## src/rtl/modaddsub_pipe.sv

```systemverilog
// Multi-lane two-stage modular add/sub/negate/accumulate unit with valid/ready flow control.
// S1 forms raw per-lane results (plus in-cycle ACC reduction); S2 finishes the ADD reduction.
module modaddsub_pipe #(
    parameter int COE_WIDTH = 39,
    parameter int Q_TYPE    = 0,
    parameter int LANES     = 4
) (
    input  logic                         clk,
    input  logic                         rst_n,
    input  logic                         i_valid,
    output logic                         o_ready,
    input  logic [1:0]                   i_op,
    input  logic                         i_last,
    input  logic [LANES*COE_WIDTH-1:0]   i_a,
    input  logic [LANES*COE_WIDTH-1:0]   i_b,
    output logic                         o_valid,
    input  logic                         i_ready,
    output logic [LANES*COE_WIDTH-1:0]   o_res,
    output logic                         o_last
);

    localparam int CW = COE_WIDTH;

    // Modulus table shared with the rest of the NTT/INTT datapath.
    localparam logic [63:0] Q0 = 64'h0000_007F_FFF0_0001;
    localparam logic [63:0] Q1 = 64'h0000_007F_FFE8_0001;
    localparam logic [63:0] Q2 = 64'h0000_007F_FFD4_0001;
    localparam logic [63:0] Q_SEL = (Q_TYPE == 2) ? Q2 : ((Q_TYPE == 1) ? Q1 : Q0);
    localparam logic [CW:0] Q = Q_SEL[CW:0];

    localparam logic [1:0] OP_ADD = 2'b00;
    localparam logic [1:0] OP_SUB = 2'b01;
    localparam logic [1:0] OP_ACC = 2'b10;

    logic en;
    logic accept;
    logic acc_hold;
    logic s1_valid_reg;
    logic s1_add_reg;
    logic s1_last_reg;
    logic o_valid_reg;
    logic o_last_reg;

    assign en       = !o_valid_reg || i_ready;
    assign o_ready  = en;
    assign accept   = i_valid && en;
    // A non-final ACC beat only updates the accumulators and leaves a bubble.
    assign acc_hold = (i_op == OP_ACC) && !i_last;

    always_ff @(posedge clk or negedge rst_n) begin
        if (!rst_n) begin
            s1_valid_reg <= 1'b0;
            s1_add_reg   <= 1'b0;
            s1_last_reg  <= 1'b0;
            o_valid_reg  <= 1'b0;
            o_last_reg   <= 1'b0;
        end else if (en) begin
            s1_valid_reg <= accept && !acc_hold;
            s1_add_reg   <= (i_op == OP_ADD);
            s1_last_reg  <= i_last;
            o_valid_reg  <= s1_valid_reg;
            if (s1_valid_reg) begin
                o_last_reg <= s1_last_reg;
            end
        end
    end

    assign o_valid = o_valid_reg;
    assign o_last  = o_last_reg;

    genvar gi;
    generate
        for (gi = 0; gi < LANES; gi++) begin : g_lane
            logic [CW-1:0] acc_reg;
            logic [CW-1:0] acc_next;
            logic [CW:0]   s1_res_reg;
            logic [CW:0]   s1_next;
            logic [CW-1:0] o_res_reg;
            logic [CW-1:0] s2_next;
            logic [CW:0]   a_x;
            logic [CW:0]   b_x;
            logic [CW:0]   acc_sum;

            assign a_x      = {1'b0, i_a[gi*CW +: CW]};
            assign b_x      = {1'b0, i_b[gi*CW +: CW]};
            assign acc_sum  = {1'b0, acc_reg} + a_x;
            assign acc_next = CW'((acc_sum >= Q) ? (acc_sum - Q) : acc_sum);

            always_comb begin
                s1_next = '0;
                case (i_op)
                    OP_ADD:  s1_next = a_x + b_x;
                    // a + Q - b stays below Q when a < b, so the wrap is exact.
                    OP_SUB:  s1_next = (a_x < b_x) ? (a_x + Q - b_x) : (a_x - b_x);
                    OP_ACC:  s1_next = {1'b0, acc_next};
                    default: s1_next = (a_x == '0) ? '0 : (Q - a_x);
                endcase
            end

            always_ff @(posedge clk or negedge rst_n) begin
                if (!rst_n) begin
                    acc_reg <= '0;
                end else if (accept && (i_op == OP_ACC)) begin
                    acc_reg <= i_last ? '0 : acc_next;
                end
            end

            always_ff @(posedge clk or negedge rst_n) begin
                if (!rst_n) begin
                    s1_res_reg <= '0;
                end else if (en) begin
                    s1_res_reg <= s1_next;
                end
            end

            assign s2_next = CW'((s1_add_reg && (s1_res_reg >= Q)) ? (s1_res_reg - Q) : s1_res_reg);

            always_ff @(posedge clk or negedge rst_n) begin
                if (!rst_n) begin
                    o_res_reg <= '0;
                end else if (en && s1_valid_reg) begin
                    o_res_reg <= s2_next;
                end
            end

            assign o_res[gi*CW +: CW] = o_res_reg;
        end
    endgenerate

endmodule
```

## config.mk

```make
export PLATFORM = sky130hd
export DESIGN_NAME = modaddsub_pipe
export DESIGN_NICKNAME = d
export VERILOG_FILES = /design/src/rtl/modaddsub_pipe.sv
export SDC_FILE = /design/constraint.sdc
export NUM_CORES = 2
export LEC_CHECK = 0
export CAP_MARGIN = 20
export CORE_UTILIZATION = 50
export CTS_CLUSTER_DIAMETER = 30
export DETAILED_ROUTE_END_ITERATION = 8
export DONT_BUFFER_PORTS = 1
export PLACE_DENSITY = 0.66
export SLEW_MARGIN = 20
export SYNTH_ARGS = -nofsm -noshare
export SYNTH_HDL_FRONTEND = slang
export SYNTH_SLANG_ARGS = --single-unit
```

## constraint.sdc

```tcl
create_clock -name clk -period 4.1 [get_ports clk]
set_input_delay 0.82 -clock clk [delete_from_list [all_inputs] [get_ports clk]]
set_output_delay 0.82 -clock clk [all_outputs]
set_load 0.02 [all_outputs]
```

## After elaboration in Yosys (flattened, before gate mapping)

Index checks and enable logic that the tools add are counted.

- Flip-flop bits (word level): 477
- Word-level logic and storage cells: 106

- Add/sub/neg operators: 32
- Order comparisons: 12
- Eq/ne operators: 2
- Multiplexer cells: 24
- Reduce and logical (&&, ||, !) cells: 19

Operators with widths:

| operator | count |
|---|---|
| $pmux W40 S3 | 4 |
| $mux W39 | 12 |
| $add A39 B39 Y40 | 8 |
| $ge A40 B39 Y1 const B | 8 |
| $mux W40 | 8 |
| $sub A39 B39 Y39 const B | 8 |
| $add A39 B39 Y40 const B | 4 |
| $logic_not A40 Y1 | 4 |
| $sub A39 B39 Y40 | 4 |
| $sub A39 B39 Y40 const A | 4 |
| $sub A40 B39 Y40 | 4 |
| $lt A39 B39 Y1 | 4 |
| $logic_and A1 B1 Y1 | 9 |
| $logic_not A1 Y1 | 3 |
| $eq A2 B1 Y1 const B | 1 |
| $eq A2 B2 Y1 const B | 1 |
| $logic_not A2 Y1 | 1 |
| $reduce_and A2 Y1 | 1 |
| $logic_or A1 B1 Y1 | 1 |

## Depth between registers and ports, before layout

- Word-level depth: 4
- Gate-level depth with buffers: 19

## Least setup slack after synthesis

OpenSTA, ideal clock, no wires.

- Path kind: input to register
- Start: input i_a[39]
- End: register g_lane[1].s1_res_reg[37]
- Arrival time: 4.656 ns
- Data required time: 3.966 ns
- Slack: -0.690 ns
- Cell stages on the path: 16
- Path buffers: 1
- Path through: ha_1 -> fa_1 -> a211oi_2 -> o21ai_0 -> a311oi_2 -> o2111ai_1 -> nor4b_2 -> nand4b_2 -> nor4b_4 -> o21ai_1 -> a31oi_4 -> buf_6 -> nor3_1 -> mux2_2 -> a221oi_1 -> a31oi_1

- Cells in the longest elaborated chain, start to end: 4
- Elaborated cells on any way between the ends: 14
- Classes of those cells: add/sub (7); order compare (2); mux (4); reduce/logical (1)

RTL lines:

| item | line | RTL |
|---|---|---|
| start, declared | 14 | `input logic [LANES*COE_WIDTH-1:0] i_a,` |
| $add A39 B39 Y40 (on tied branches) | 94, 86 |  |
| $sub A40 B39 Y40, or another cell as far along | 94 | `OP_SUB: s1_next = (a_x < b_x) ? (a_x + Q - b_x) : (a_x - b_x);` |
| $mux W40 or $mux W39 (tied branches) | 94, 87 |  |
| $pmux W40 S3 * | 91 | `case (i_op)` |
| end signal, assigned | 112 | `s1_res_reg <= s1_next;` |
| end, declared | 76 | `logic [CW:0] s1_res_reg;` |

Every way passes the cells marked *; elsewhere a longest branch is shown, timed or not.
A chain may end at the register's enable or synchronous reset.

## Worst setup path after layout

- Start: register g_lane[3].acc_reg[0]
- End: register g_lane[3].s1_res_reg[10]

- Cells in the longest elaborated chain, start to end: 4
- Elaborated cells on any way between the ends: 5
- Classes of those cells: add/sub (2); order compare (1); mux (2)

RTL lines:

| item | line | RTL |
|---|---|---|
| start, declared | 74 | `logic [CW-1:0] acc_reg;` |
| start signal, assigned | 104 | `acc_reg <= i_last ? '0 : acc_next;` |
| $add A39 B39 Y40 * | 86 | `assign acc_sum = {1'b0, acc_reg} + a_x;` |
| $sub A39 B39 Y39 or $ge A40 B39 Y1 (tied branches) | 87 | `assign acc_next = CW'((acc_sum >= Q) ? (acc_sum - Q) : acc_sum);` |
| $mux W39 * | 87 |  |
| $pmux W40 S3 * | 91 |  |
| end signal, assigned | 112 |  |
| end, declared | 76 |  |

Marks and branches as above.

==> out/summary.txt <==
wire per inst -> 24.6 um
post-synthesis net count -> 10200
total congestion overflow -> 0
# IOs -> 478
placed cells -> 12300
Layout area overhead -> 38.8%
HPWL Detailed -> 241 mm
Gate Count Post-Synth -> 9062
final worst path period share -> 1.10
Synth Register Bits -> 477
LEAKAGE -> 42.8 nW
Die ar. -> 0.137 mm^2
CTS root buf -> clkbuf_16
clock skew -> 44.0 ps
global-route track usage on met1 -> 0.561
number of distinct library cells after synthesis -> 125
via-per-instance ratio -> 6.26
CTS sink count -> 477
Worst-Skew Late Latency -> 800 ps
R2R cell count -> 18
Worst-Margin Slew -> 1900 ps
M2 GR Usage -> 0.663
top cells by area, synth -> dfrtp_1 18%, ha_1 13%, xnor2_1 8.2%
synth warn -> 0
Worst Setup End Kind -> flip-flop
WHS -> -194 ps
failing checks -> hold timing, slew limit, setup timing
placer congestion estimate -> 1.04
post-synth top area cell -> dfrtp_1
status -> finished with violations
Max-Cap Viols -> 0
ys async rst share -> 1.00
fill cell count -> 10900
CP Depth -> 18
setup TNS -> -64610 ps
Setup WS post-layout -> -406 ps
H-tree levels -> 4
setup violators final -> 304
reg-to-reg startpoint -> g_lane[3].acc_reg[0]
worst setup path start -> g_lane[3].acc_reg[0]
Final Instance Area -> 0.0942 mm^2
share of cells above drive strength 1 -> 0.275
Die Ht -> 370 um
Core Area -> 0.134 mm^2
Cell Pwr Density -> 632 mW/mm^2
Die Wd -> 370 um
multi-input logic area -> 0.0557 mm^2
vias in the first global route -> 76700
post-synth top area share -> 0.176
Min-Delay Path Class -> in -> async
slew margin rel. -> -0.268
largest net degree at the start of global routing -> 478
initial antenna violation count -> 10
Post-synth EDFFs -> 0
Detailed Routing Iterations Pass 1 -> 9
fmax -> 222 MHz
Sequential Area -> 0.0119 mm^2
RSZ-0062 raised after global routing -> yes
CP bufs+invs -> 4
worst r2r dst -> g_lane[3].s1_res_reg[10]
area of placed instances -> 0.0840 mm^2
DRT Wirelength -> 313 mm
number of nets in the layout -> 12000
Initial Utilization -> 0.506
DRT antenna net count -> 0
Initial DRC Count -> 9034
Post-Syn Area -> 0.0679 mm^2
Clock Path Buffers -> 3
grt peak-use layer -> met2
met3 global-route usage -> 0.128
most frequent cell after synthesis -> nand2_1
synth cell count leaders -> 807 x nand2_1, 774 x nor2_1, 760 x inv_1
Critical Path Slowest Stage Cell -> or4b_4
worst path arrival time -> 5160 ps
Largest stage delay, worst path -> 480 ps
sequential cell area fraction in the yosys report -> 0.176
cell chain of the critical path -> ha_4, buf_4, a211o_4, a2111oi_4, buf_4, nor3_2, o21a_1, o211ai_1, and3_1, or4b_4, o2111a_2, a41oi_4, buf_6, buf_6, nor4_2, xnor2_1, nand2b_4, a31oi_1
CP startpoint kind -> flip-flop
first-pass GRT wire length -> 463 mm
Final Hold Viols -> 40
Global Route Usage Sum -> 0.436
critical path class -> reg -> reg
fin crit period -> 4510 ps
required time of the worst setup path -> 4750 ps
syn_area_per_cell -> 7.49 um^2
flop-to-flop setup slack -> -410 ps
fin. max-slew vios -> 338
Critical Path End -> g_lane[3].s1_res_reg[10]
total power -> 59.5 mW
Worst-path clk slew -> 50 ps
Largest register FFs -> 160
Top Family by Delay on Critical Path -> compound AO/OA/AOI/OAI gates
Residual DRC -> 0
IO buf count -> 0
CTS buffer count -> 137
non-filler cells in the finished layout -> 12700
Peak VDD IR -> 0.387 mV
std cell rows -> 134
Main synth FF type -> dfrtp_1
TritonCTS clock tree -> yes
vias post-DR -> 79800
CP max FO -> 5
## cell families after synthesis
family / Yosys count / share of synthesized area
adders and majority gates: 812 / 0.159
buffers and inverters: 1198 / 0.0678
xor gates and xnor gates: 866 / 0.112
muxes: 44 / 0.00680
AOI/OAI and AO/OA: 2793 / 0.273
DFF: 477 / 0.176
and+or+nand+nor: 2872 / 0.205
## worst min-delay path by stage
stage	from	to	slack (ps)	cells past startpoint
after global routing	rst_n	g_lane[1].o_res_reg[12]	-220	0
final	rst_n	g_lane[1].o_res_reg[12]	-190	0
after detailed placement	g_lane[3].acc_reg[4]	g_lane[3].acc_reg[4]	470	1
after CTS	rst_n	g_lane[1].o_res_reg[12]	-240	0
after global placement	g_lane[0].acc_reg[12]	g_lane[0].acc_reg[12]	460	2
after floorplan	s1_last_reg	o_last	440	2
## report_power, final
| group | switching, mW | internal (mW) |
|---|---|---|
| logic | 20.4 | 18.1 |
| clock network | 3.68 | 7.81 |
| registers | 2.96 | 6.57 |
## what timing repair did
| item | CTS | global route |
|---|---|---|
| gates resized for setup | 487 | 255 |
| pin swaps | 257 | 247 |
| endpoints found under the hold margin | 477 | 477 |
| buffers inserted | 127 | 80 |
| cloned | 3 | 0 |
| setup endpoints to repair | 308 | 319 |
## cell usage in the layout, fill, tap and decap left out, types with 36 or more instances in the layout
cell type / instances
nand4_1: 123
o31ai_1: 103
xnor2_1: 588
a21oi_1: 648
o221ai_1: 40
nor2_1: 746
a221oi_1: 90
clkbuf_16: 140
ha_1: 702
a211oi_1: 63
buf_4: 1943
fa_1: 84
nor3_1: 206
and2_1: 50
nand2b_1: 95
a22o_1: 44
o21ai_2: 37
or3_1: 55
o21ai_0: 526
a21oi_2: 36
nand2_1: 785
o22a_1: 45
o21bai_1: 115
o21ai_1: 71
nand3_1: 209
and3_1: 66
nor2b_1: 84
a31oi_1: 119
buf_6: 90
o211ai_1: 110
xor2_1: 202
xnor2_2: 36
nor4_1: 91
dfrtp_1: 477
o21a_1: 71
a21o_1: 153
inv_1: 754
## stage by stage
stage,utilization,hold slack (ps),setup slack [ps]
finish,0.702,-194,-406
global route,0.702,-220,-497
CTS,0.689,-242,-308
detailed placement,0.627,470,-1030
global placement,0.627,461,-911
floorplan,-,439,-486
## area by class of cell
cell class                      count  area share
Antenna cell                        4    0.000106
Timing Repair Buffer             2075       0.174
Clock buffer                      171      0.0407
Clock inverter                     83      0.0119
Sequential cell                   477       0.127
Inverter                          775      0.0310
Multi-Input combinational cell   7387       0.592
Tap cell                         1768      0.0235
## routing by layer
metal	wire, um	vias up
met5	68	-
met4	17200	10
met3	36400	1019
met2	135000	4479
met1	125000	38200
li1	-	36100
No activity file was read; power rests on OpenSTA's default activity.
